**src/rtl/repl_pkg.sv**
```systemverilog
// repl_pkg: shared policy and FSM types for the victim-selection block
package repl_pkg;
    typedef enum logic {REPL_PLRU, REPL_RR} repl_mode_e;
    typedef enum logic {INIT, IDLE} state_e;
endpackage

```
**src/rtl/plru_repl_if.sv**
```systemverilog
// plru_repl_if: flush/request/response/update bundle between a cache controller and plru_repl
interface plru_repl_if #(parameter int INDEX_BITS = 6, parameter int NUM_WAYS = 4, parameter int WAY_BITS = 2);
    logic flush, busy;
    logic req_valid, req_ready;
    logic [INDEX_BITS-1:0] req_index;
    logic [NUM_WAYS-1:0] valid_mask, lock_mask;
    logic rsp_valid, rsp_all_locked;
    logic [WAY_BITS-1:0] rsp_way;
    logic upd_valid;
    logic [INDEX_BITS-1:0] upd_index;
    logic [WAY_BITS-1:0] upd_way;
    modport master (
        output flush, req_valid, req_index, valid_mask, lock_mask, upd_valid, upd_index, upd_way,
        input busy, req_ready, rsp_valid, rsp_way, rsp_all_locked
    );
    modport slave (
        input flush, req_valid, req_index, valid_mask, lock_mask, upd_valid, upd_index, upd_way,
        output busy, req_ready, rsp_valid, rsp_way, rsp_all_locked
    );
endinterface

```
**src/rtl/plru_tree_select.sv**
```systemverilog
// plru_tree_select: walks a pseudo-LRU tree from the root, steering around fully locked subtrees
module plru_tree_select #(
    parameter int NUM_WAYS = 4,
    localparam int WAY_BITS = $clog2(NUM_WAYS)
) (
    input  logic [NUM_WAYS-2:0] tree,
    input  logic [NUM_WAYS-1:0] lock_mask,
    output logic [WAY_BITS-1:0] way,
    output logic                all_locked
);
    logic [NUM_WAYS-1:0] avail, lo_m, hi_m;
    logic [WAY_BITS-1:0] base, node;
    logic go;
    always_comb begin
        avail = ~lock_mask;
        base = '0;
        node = '0;
        go = 1'b0;
        lo_m = '0;
        hi_m = '0;
        for (int l = 0; l < WAY_BITS; l++) begin
            lo_m = NUM_WAYS'((1 << (NUM_WAYS >> (l + 1))) - 1) << base;
            hi_m = lo_m << (NUM_WAYS >> (l + 1));
            go = tree[node] ? |(avail & hi_m) : !(|(avail & lo_m));
            base = base + (go ? WAY_BITS'(NUM_WAYS >> (l + 1)) : '0);
            node = node + node + WAY_BITS'(1) + WAY_BITS'(go);
        end
        all_locked = !(|avail);
        way = all_locked ? '0 : base;
    end
endmodule

```
**src/rtl/plru_repl.sv**
```systemverilog
// plru_repl: per-set victim selection (tree PLRU or round-robin) with invalid-first and lock masking
module plru_repl
    import repl_pkg::*;
#(
    parameter int NUM_SETS = 64,
    parameter int NUM_WAYS = 4,
    parameter repl_mode_e MODE = REPL_PLRU,
    localparam int INDEX_BITS = $clog2(NUM_SETS),
    localparam int WAY_BITS = $clog2(NUM_WAYS)
) (
    input logic clk,
    input logic rst,
    plru_repl_if.slave bus
);
    localparam int TW = NUM_WAYS - 1;
    localparam int SW = (MODE == REPL_PLRU) ? TW : WAY_BITS;
    state_e state;
    logic [INDEX_BITS-1:0] walk;
    logic [SW-1:0] rd, wdata, wmask;
    logic [TW-1:0] tree, path_d, path_m;
    logic [WAY_BITS-1:0] tree_way, rr_way, inv_way, victim, node, sh;
    logic tree_locked, inv_hit, accept, upd_en;

    assign accept = bus.req_valid && bus.req_ready;
    assign upd_en = bus.upd_valid && state == IDLE;
    assign bus.busy = state == INIT;
    assign bus.req_ready = state == IDLE;
    assign tree = TW'(rd);

    // Bit-sliced storage: one read port, one write port with per-bit enable, no read-modify-write
    for (genvar b = 0; b < SW; b++) begin : g_bit
        logic bits [NUM_SETS];
        assign rd[b] = bits[bus.req_index];
        always_ff @(posedge clk)
            if (state == INIT) bits[walk] <= 1'b0;
            else if (upd_en && wmask[b]) bits[bus.upd_index] <= wdata[b];
    end

    plru_tree_select #(.NUM_WAYS(NUM_WAYS)) u_sel (
        .tree(tree),
        .lock_mask(bus.lock_mask),
        .way(tree_way),
        .all_locked(tree_locked)
    );

    always_comb begin
        inv_hit = 1'b0;
        inv_way = '0;
        rr_way = '0;
        for (int w = NUM_WAYS - 1; w >= 0; w--) begin
            if (!bus.valid_mask[WAY_BITS'(w)] && !bus.lock_mask[WAY_BITS'(w)]) begin
                inv_hit = 1'b1;
                inv_way = WAY_BITS'(w);
            end
            if (!bus.lock_mask[WAY_BITS'(rd) + WAY_BITS'(w)]) rr_way = WAY_BITS'(rd) + WAY_BITS'(w);
        end
        victim = tree_locked ? '0 : inv_hit ? inv_way : (MODE == REPL_PLRU) ? tree_way : rr_way;
    end

    always_comb begin
        path_d = '0;
        path_m = '0;
        node = '0;
        sh = bus.upd_way;
        for (int l = 0; l < WAY_BITS; l++) begin
            path_m[node] = 1'b1;
            path_d[node] = !sh[WAY_BITS-1];
            node = node + node + WAY_BITS'(1) + WAY_BITS'(sh[WAY_BITS-1]);
            sh = sh << 1;
        end
        wdata = (MODE == REPL_PLRU) ? SW'(path_d) : SW'(bus.upd_way + WAY_BITS'(1));
        wmask = (MODE == REPL_PLRU) ? SW'(path_m) : '1;
    end

    always_ff @(posedge clk) begin
        if (rst) begin
            state <= INIT;
            walk <= '0;
            bus.rsp_valid <= 1'b0;
            bus.rsp_way <= '0;
            bus.rsp_all_locked <= 1'b0;
        end else begin
            state <= bus.flush ? INIT : (state == INIT && walk == INDEX_BITS'(NUM_SETS - 1)) ? IDLE : state;
            walk <= (bus.flush || state == IDLE) ? '0 : walk + INDEX_BITS'(1);
            bus.rsp_valid <= accept;
            bus.rsp_way <= accept ? victim : bus.rsp_way;
            bus.rsp_all_locked <= accept ? tree_locked : bus.rsp_all_locked;
        end
    end
endmodule

```
**src/flat_wrapper.sv**
```systemverilog
// flat-port wrapper written by rule: the top's interface ports become plain ports
module plru_repl_flat import repl_pkg::*;
#(
    parameter int NUM_SETS = 64,
    parameter int NUM_WAYS = 4,
    parameter repl_mode_e MODE = REPL_PLRU,
    localparam int INDEX_BITS = $clog2(NUM_SETS),
    localparam int WAY_BITS = $clog2(NUM_WAYS)
)
  (clk, rst, bus_flush, bus_req_valid, bus_req_index, bus_valid_mask, bus_lock_mask, bus_upd_valid, bus_upd_index, bus_upd_way, bus_busy, bus_req_ready, bus_rsp_valid, bus_rsp_way, bus_rsp_all_locked);
  plru_repl_if #(.NUM_WAYS(NUM_WAYS)) bus_i ();
  input logic clk;
  input logic rst;
  input wire logic [$bits(bus_i.flush)-1:0] bus_flush;
  input wire logic [$bits(bus_i.req_valid)-1:0] bus_req_valid;
  input wire logic [$bits(bus_i.req_index)-1:0] bus_req_index;
  input wire logic [$bits(bus_i.valid_mask)-1:0] bus_valid_mask;
  input wire logic [$bits(bus_i.lock_mask)-1:0] bus_lock_mask;
  input wire logic [$bits(bus_i.upd_valid)-1:0] bus_upd_valid;
  input wire logic [$bits(bus_i.upd_index)-1:0] bus_upd_index;
  input wire logic [$bits(bus_i.upd_way)-1:0] bus_upd_way;
  output wire logic [$bits(bus_i.busy)-1:0] bus_busy;
  output wire logic [$bits(bus_i.req_ready)-1:0] bus_req_ready;
  output wire logic [$bits(bus_i.rsp_valid)-1:0] bus_rsp_valid;
  output wire logic [$bits(bus_i.rsp_way)-1:0] bus_rsp_way;
  output wire logic [$bits(bus_i.rsp_all_locked)-1:0] bus_rsp_all_locked;
  assign bus_i.flush = bus_flush;
  assign bus_i.req_valid = bus_req_valid;
  assign bus_i.req_index = bus_req_index;
  assign bus_i.valid_mask = bus_valid_mask;
  assign bus_i.lock_mask = bus_lock_mask;
  assign bus_i.upd_valid = bus_upd_valid;
  assign bus_i.upd_index = bus_upd_index;
  assign bus_i.upd_way = bus_upd_way;
  assign bus_busy = bus_i.busy;
  assign bus_req_ready = bus_i.req_ready;
  assign bus_rsp_valid = bus_i.rsp_valid;
  assign bus_rsp_way = bus_i.rsp_way;
  assign bus_rsp_all_locked = bus_i.rsp_all_locked;
  plru_repl #(.NUM_SETS(NUM_SETS), .NUM_WAYS(NUM_WAYS), .MODE(MODE)) u_core (.clk(clk), .rst(rst), .bus(bus_i));
endmodule
```
**config.mk**
```make
export PLATFORM = sky130hd
export DESIGN_NAME = plru_repl_flat
export DESIGN_NICKNAME = d
export VERILOG_FILES = /design/src/rtl/repl_pkg.sv /design/src/rtl/plru_repl_if.sv /design/src/rtl/plru_tree_select.sv /design/src/rtl/plru_repl.sv /design/src/flat_wrapper.sv
export SDC_FILE = /design/constraint.sdc
export NUM_CORES = 1
export LEC_CHECK = 0
export CORE_AREA = 4 4 41 43
export DETAILED_ROUTE_END_ITERATION = 6
export DIE_AREA = 0 0 45 47
export PLACE_DENSITY = 0.75
export SLEW_MARGIN = 20
export SYNTH_ARGS = -nofsm -noshare
export SYNTH_HDL_FRONTEND = slang
export SYNTH_SLANG_ARGS = --single-unit
```
**constraint.sdc**
```tcl
create_clock -name clk -period 1.5 [get_ports clk]
set_input_delay 0.3 -clock clk [delete_from_list [all_inputs] [get_ports clk]]
set_output_delay 0.3 -clock clk [all_outputs]
set_load 0.01 [all_outputs]
```
==> metrics, run 1 <==
status completed; area grow syn2layout 43.9%; Post-Route Skew around 5.4 ps; leakage power figure between 0.0002 and 0.00025 µW; largest net degree at the start of global routing 8; ys async rst share 0; Initial Utilization 0.298; sw frac 0.205; Synth Area in Simple Gates 0.252; antenna cell count 0; Max Cap Viol 0; full die area between 2000 and 2500 µm²; Post-Synthesis Cells between 40 and 50; Synth Area in Adders 0.0323; Data required, critical path around 1200 ps; critical path arrival about 1100 ps; DRC violations left 0; chip height 47 µm; Setup TNS 0 ps; #FFs+latches synth 10; clock sink count 10; combinational share of power 0.071; pre-CTS setup slack 106 ps; largest stage delay on the critical path about 540 ps; Clk pwr share 0.370; WS Path Type reg2out; switching power between 90 and 100 µW; cts bufs inserted 3; min Tclk post-route around 1400 ps; total congestion overflow 0; Peak VDD IR 0.000547 V; FILL cells 155; I/O pin count 33; Synth cell types 20; CTS HTree Levels 1; Overall Global Routing Usage 0.0960; Buf/Inv on CP 1; share of cells above drive strength 1 0.103; total routed wirelength between 700 and 800 µm; Final Setup Violations 0; CP max FO 2; Syn Area/Cell ~9.2 µm²; cell area after synthesis 388 µm²; global-route wire length before repair around 1.4 mm; vias in the first global route 370; ys flop type dfxtp_1; P_int approximately 380 µW; Post-synth EDFFs 0; Slowest cell on crit path clkdlybuf4s50_1; period utilization 0.952; wire per inst around 11 µm; Hold-fix buffers, CTS 0; Seq/Total Area, Yosys 0.516; worst setup margin ~72 ps; fmax 700 MHz; Compound-Gate Fraction of Synth Area 0.0935; Flop pwr share 0.560; Port Buf Inserts 13; via count between 300 and 400; Hold Worst Slack roughly 460 ps; worst min path class reg2reg; worst skew pair latency between 200 and 300 ps; Worst setup SP type flip-flop; setup bufs post-CTS 0; crit end category primary output; gp weighted congestion 0.626; post-synthesis mux area share 0; HPWL Detailed ~640 µm; Core ar. between 1000 and 1500 µm²; Initial DRC Count 0; Slew Limit Fails 0; clk buf depth 2; DRT Pass-1 Iters 1; row cnt 13; initial antenna violation count 0; drt via density 4.71; CP top delay family buffers and inverters; final hold vios 0; largest family of logic cells by synthesized area simple AND/OR/NAND/NOR gates; Layout Cells excl Fill 73; antenna-violating nets left 0; Clock transition at path regs ~60 ps; Synth warnings 0; die width ~45 µm; CTS tree yes; RSZ-0062 raised after global routing false; syn_nets 70; fin nets 88; post-layout util 0.429; pwr dens around 860 nW/µm²; XOR/XNOR share of the synthesized area 0.0677; crit-path cells clkdlybuf4s50_1; Root Driver clkbuf_4; Post-Place Cells 70
-- through the flow --
| step | instance area, µm² | power [µW] |
|---|---|---|
| final | 558 | 483 |
| after global routing | 558 | 504 |
| after CTS | 558 | 492 |
| after detailed placement | 537 | 310 |
| after global placement | 537 | 310 |
| after floorplan | 388 | 285 |
-- state kept, by name, indices dropped and copies added, names as in the netlist --
| name | count |
|---|---|
| u_core.bus.rsp_way | 1 |
| u_core.bus.rsp_all_locked | 1 |
| u_core.walk | 6 |
| u_core.bus.req_ready | 1 |
| u_core.bus.rsp_valid | 1 |
-- cell usage in the layout, fill, tap and decap left out --
cell type	n
nor3_1	1
dfxtp_2	1
nor3b_1	1
clkbuf_4	3
dfxtp_1	9
xnor2_1	1
xor2_1	2
clkdlybuf4s50_1	11
inv_1	1
a21oi_1	2
o211ai_1	1
dlygate4sd2_1	2
ha_1	1
buf_4	1
nand3_2	1
nand3_1	2
conb_1	1
nand2_1	4
nor2_1	6
and2_1	1
and4_1	1
o21ai_0	2
or3_1	2
a2bb2oi_1	1
-- worst paths after layout --
kind         slack, ps  cells after the start                      start                   end
max                 70                      1  u_core.bus.rsp_all_locked    bus_rsp_all_locked
min                460                      1             u_core.walk[0]        u_core.walk[0]
min reg2reg        460                      1             u_core.walk[0]        u_core.walk[0]
max reg2reg        340                      4             u_core.walk[0]  u_core.bus.req_ready
-- kinds of logic after synthesis --
family,count (synthesis)
simple gates,19
fa+ha+maj,1
other cells,1
compound gates,6
xor+xnor,3
flops,10
buf+inv,2
-- synth_stat cells, drive strengths merged, types with 2 or more instances --
library cell | n | area [µm²]
dfxtp | 10 | 200
nor2 | 6 | 22.5
nand2 | 4 | 15.0
o21ai | 2 | 10.0
a21oi | 2 | 10.0
nand3 | 3 | 20.0
or3 | 2 | 12.5
xor2 | 2 | 17.5
-- area by class of cell --
class	count	area, µm²	area share
multi-input combinational	30	176	0.316
timing repair buffer	14	135	0.242
sequential	10	201	0.361
inverter	1	3.75	0.00673
clock buffer	3	22.5	0.0404
tap	15	18.8	0.0336
-- per-layer routing --
metal / routed length, µm / global-route usage / share of wire
met1: 284 / 0.0783 / 0.36
met4: 10 / 0.0351 / 0.013
met2: 390 / 0.169 / 0.50
met3: 101 / 0.0805 / 0.13
met5: 0 / 0 / 0
-- power by group through the flow --
stage / Clock, µW / Sequential (µW) / Combinational (µW)
finish: 178 / 270 / 34.0
global route: 196 / 270 / 37.7
CTS: 187 / 270 / 34.4
detailed placement: 0 / 276 / 34.2
global placement: 0 / 276 / 33.6
floorplan: 0 / 276 / 9.10
-- what timing repair did --
item	4_1_cts	5_1_grt
gates resized for setup	3	0
endpoints found under the setup margin	2	0
hold endpoints to repair	0	0
No activity file was read; power rests on OpenSTA's default activity.
==> run 2: changes to the inputs <==
--- a/config.mk
+++ b/config.mk
@@ -5,10 +5,12 @@
 export SDC_FILE = /design/constraint.sdc
 export NUM_CORES = 1
 export LEC_CHECK = 0
+export ABC_AREA = 1
+export CAP_MARGIN = 25
 export CORE_AREA = 4 4 41 43
 export DETAILED_ROUTE_END_ITERATION = 6
 export DIE_AREA = 0 0 45 47
-export PLACE_DENSITY = 0.75
+export PLACE_DENSITY = 0.8
 export SLEW_MARGIN = 20
 export SYNTH_ARGS = -nofsm -noshare
 export SYNTH_HDL_FRONTEND = slang
==> run 2 against run 1 <==
Final area increased by 9.0%. Power increased by 1.7%. Non-clock buffer count decreased by 1. First-iteration DRC count increased by 2. Clock-buffer cell count unchanged. Synthesized cell count increased by 31%. Critical path depth unchanged. Hold slack got worse by 1.6 ps. Via count increased by 6.4%. Largest cell class unchanged. Largest power group unchanged.
==> metrics, run 2 <==
synth top area cells dfxtp_1 (46%), nand2_1 (6.8%), nor2_1 (6.0%); crit path to bus_rsp_way[0]; min Tclk post-route 1420 ps (-4.62 ps); initial antenna violation count 0 (unchanged); r2r setup slk 530 ps (+190 ps); CTS HTree Levels 1 (unchanged); DRT Pass-1 Iters 3 (+2); Post-synth EDFFs 0 (unchanged); Peak VDD IR 0.000429 V (-22%); WS Path Type reg2out; Slew Limit Fails 0 (unchanged); Clock transition at path regs 60 ps (about the same); Worst setup SP type flip-flop; share of cells above drive strength 1 0.243 (+0.139); final hold vios 0 (unchanged); Final Setup Violations 0 (unchanged); largest stage delay on the critical path 540 ps (about the same); total routed wirelength 779 µm (-0.89%); Synth warnings 0 (unchanged); Core ar. 1300 µm² (unchanged); most common cell in the netlist dfxtp_1; Reg2Reg Capture Point u_core.bus.req_ready; antenna cell count 0 (unchanged); DRC violations left 0 (unchanged); global-route wire length before repair 1.32 mm (-3.6%); Initial Utilization 0.337 (+0.0394); Buf/Inv on CP 1 (unchanged); pwr dens 807 nW/µm² (-6.7%); Overall Global Routing Usage 0.0960 (unchanged); total congestion overflow 0 (unchanged); worst skew pair latency 260 ps (about the same); Slowest cell on crit path clkdlybuf4s50_1; period utilization 0.949 (-0.00308); Post-Synthesis Cells 55 (+31%); Seq/Total Area, Yosys 0.456 (-0.0603); P_int 385 µW (+0.33%); leakage power figure 0.000278 µW (+35%); reg2reg start u_core.walk[0]; crit-path cells clkdlybuf4s50_1; Max Cap Viol 0 (unchanged); CP top delay family buffers and inverters; clk buf depth 2 (unchanged); Root Driver clkbuf_4; Syn Area/Cell 7.98 µm² (-14%); commonest non-fill, non-tap cells in the layout clkdlybuf4s50_1 (10), dfxtp_1 (9), nand2_1 (8); antenna-violating nets left 0 (unchanged); WP depth 1 (unchanged); syn_nets 83 (+19%); wire per inst 9.16 µm (-15%); switching power 106 µW (+7.1%); area grow syn2layout 38.5%; Data required, critical path 1200 ps (about the same); Setup TNS 0 ps (unchanged); die width 45 µm (unchanged); sw frac 0.216 (+0.0108); combinational share of power 0.083 (+0.012); ys async rst share 0 (unchanged); cell area after synthesis 439 µm² (+13%); CP max FO 2 (unchanged); status completed; cell taking the most area after synthesis dfxtp_1; clock sink count 10 (unchanged); Port Buf Inserts 13 (unchanged); chip height 47 µm (unchanged); I/O pin count 33 (unchanged); setup bufs post-CTS 0 (unchanged); WHS Path Cells 1 (unchanged); Flop pwr share 0.550 (-0.010); worst min path class reg2reg; Synth cell types 21 (+5.0%); ys flop type dfxtp_1; RSZ-0062 raised after global routing false; largest net degree at the start of global routing 6 (-2); gp weighted congestion 0.613 (-2.0%); Commonest cells post-synth dfxtp_1 (10), nand2_1 (8), nor2_1 (7); post-layout util 0.467 (+0.0385); max reg flops 6 (unchanged); Post-Place Cells 82 (+17%); CTS tree yes; Critical path origin u_core.bus.rsp_way[0]; full die area 2120 µm² (unchanged); drt via density 4.31 (-8.6%); hold path start u_core.walk[0]; vias in the first global route 349 (-5.7%); row cnt 13 (unchanged); Layout Cells excl Fill 85 (+16%); cells on worst reg2reg path 5 (+1); via count 366 (+6.4%); fmax 702 MHz (+0.32%); critical path arrival 1120 ps (about the same); crit end category primary output; Yosys top cell area share 0.456 (-0.0603); fin nets 100 (+14%); Post-Route Skew 4.98 ps (-0.428 ps); cts bufs inserted 3 (unchanged); commonest non-fill, non-tap cell in the layout clkdlybuf4s50_1; Top reg by flops u_core.walk; HPWL Detailed 651 µm (+1.1%); Clk pwr share 0.368 (-0.002); #FFs+latches synth 10 (unchanged); Initial DRC Count 2 (+2)
-- run 2: metrics by stage --
stage               total power, µW  hold slack [ps]  worst slack (ps)  instance area [µm²]
finish                          491              458              76.3                  608
global route                    513              482              31.6                  608
CTS                             496              461              3.83                  603
detailed placement              317              450               196                  581
global placement                316              430               225                  581
floorplan                       294              362               635                  439
-- run 2: per-layer routing --
layer,up-vias,part of all wire,track usage
li1,198,-,-
met1,152,0.40,0.0922
met2,13,0.49,0.147
met3,3,0.074,0.0536
met4,0,0.031,0.0877
met5,-,0,0
-- run 2: power groups by stage --
| stage | clock network, µW | logic (µW) | registers [µW] |
|---|---|---|---|
| 2_1_floorplan | 0 | 18.4 | 276 |
| 3_3_place_gp | 0 | 39.8 | 276 |
| 3_5_place_dp | 0 | 40.9 | 276 |
| 4_1_cts | 185 | 41.1 | 270 |
| 5_1_grt | 198 | 45.1 | 270 |
| 6_report | 180 | 40.6 | 270 |
-- run 2: worst min-delay path by stage --
stage / end
final: u_core.walk[0]
after detailed placement: u_core.walk[0]
after global routing: u_core.walk[0]
after floorplan: u_core.bus.rsp_way[0]
after global placement: u_core.walk[0]
after CTS: u_core.walk[0]
-- run 2: logic make-up (layout without fill, tap and decap cells) --
logic type	after synthesis	after routing	synth area share
adders and majority gates	1	1	0.0285
other	1	1	0.00854
buffers and inverters	11	26	0.105
AOI/OAI and AO/OA	6	6	0.0855
and+or+nand+nor	25	25	0.296
xor gates and xnor gates	1	1	0.0199
DFF	10	10	0.456
-- run 2: timing repair --
action | 4_1_cts | 5_1_grt
hold buffers | 0 | 0
endpoints found under the setup margin | 2 | 2
resized for setup | 2 | 2
-- run 2: final cells by class --
cell class	instances	area [µm²]
Fill cell	138	693
Sequential cell	10	201
Multi-Input combinational cell	34	193
Timing Repair Buffer	13	134
Inverter	10	38.8
Clock buffer	3	22.5
Tap cell	15	18.8
-- run 2: worst register-to-register path, stage by stage, from the launching register on --
cell and delay (ps):
dfxtp_1 360, ha_1 180, nand2_1 80, inv_2 80
nand4_1 80, a21oi_1 130
==> run 3: changes to the inputs <==
--- a/config.mk
+++ b/config.mk
@@ -5,12 +5,11 @@
 export SDC_FILE = /design/constraint.sdc
 export NUM_CORES = 1
 export LEC_CHECK = 0
-export ABC_AREA = 1
 export CAP_MARGIN = 25
 export CORE_AREA = 4 4 41 43
 export DETAILED_ROUTE_END_ITERATION = 6
 export DIE_AREA = 0 0 45 47
-export PLACE_DENSITY = 0.8
+export PLACE_DENSITY = 0.75
 export SLEW_MARGIN = 20
 export SYNTH_ARGS = -nofsm -noshare
 export SYNTH_HDL_FRONTEND = slang
==> results of run 3 <==
Same layout as run 1: the final DEF is identical, and so are final timing and power.
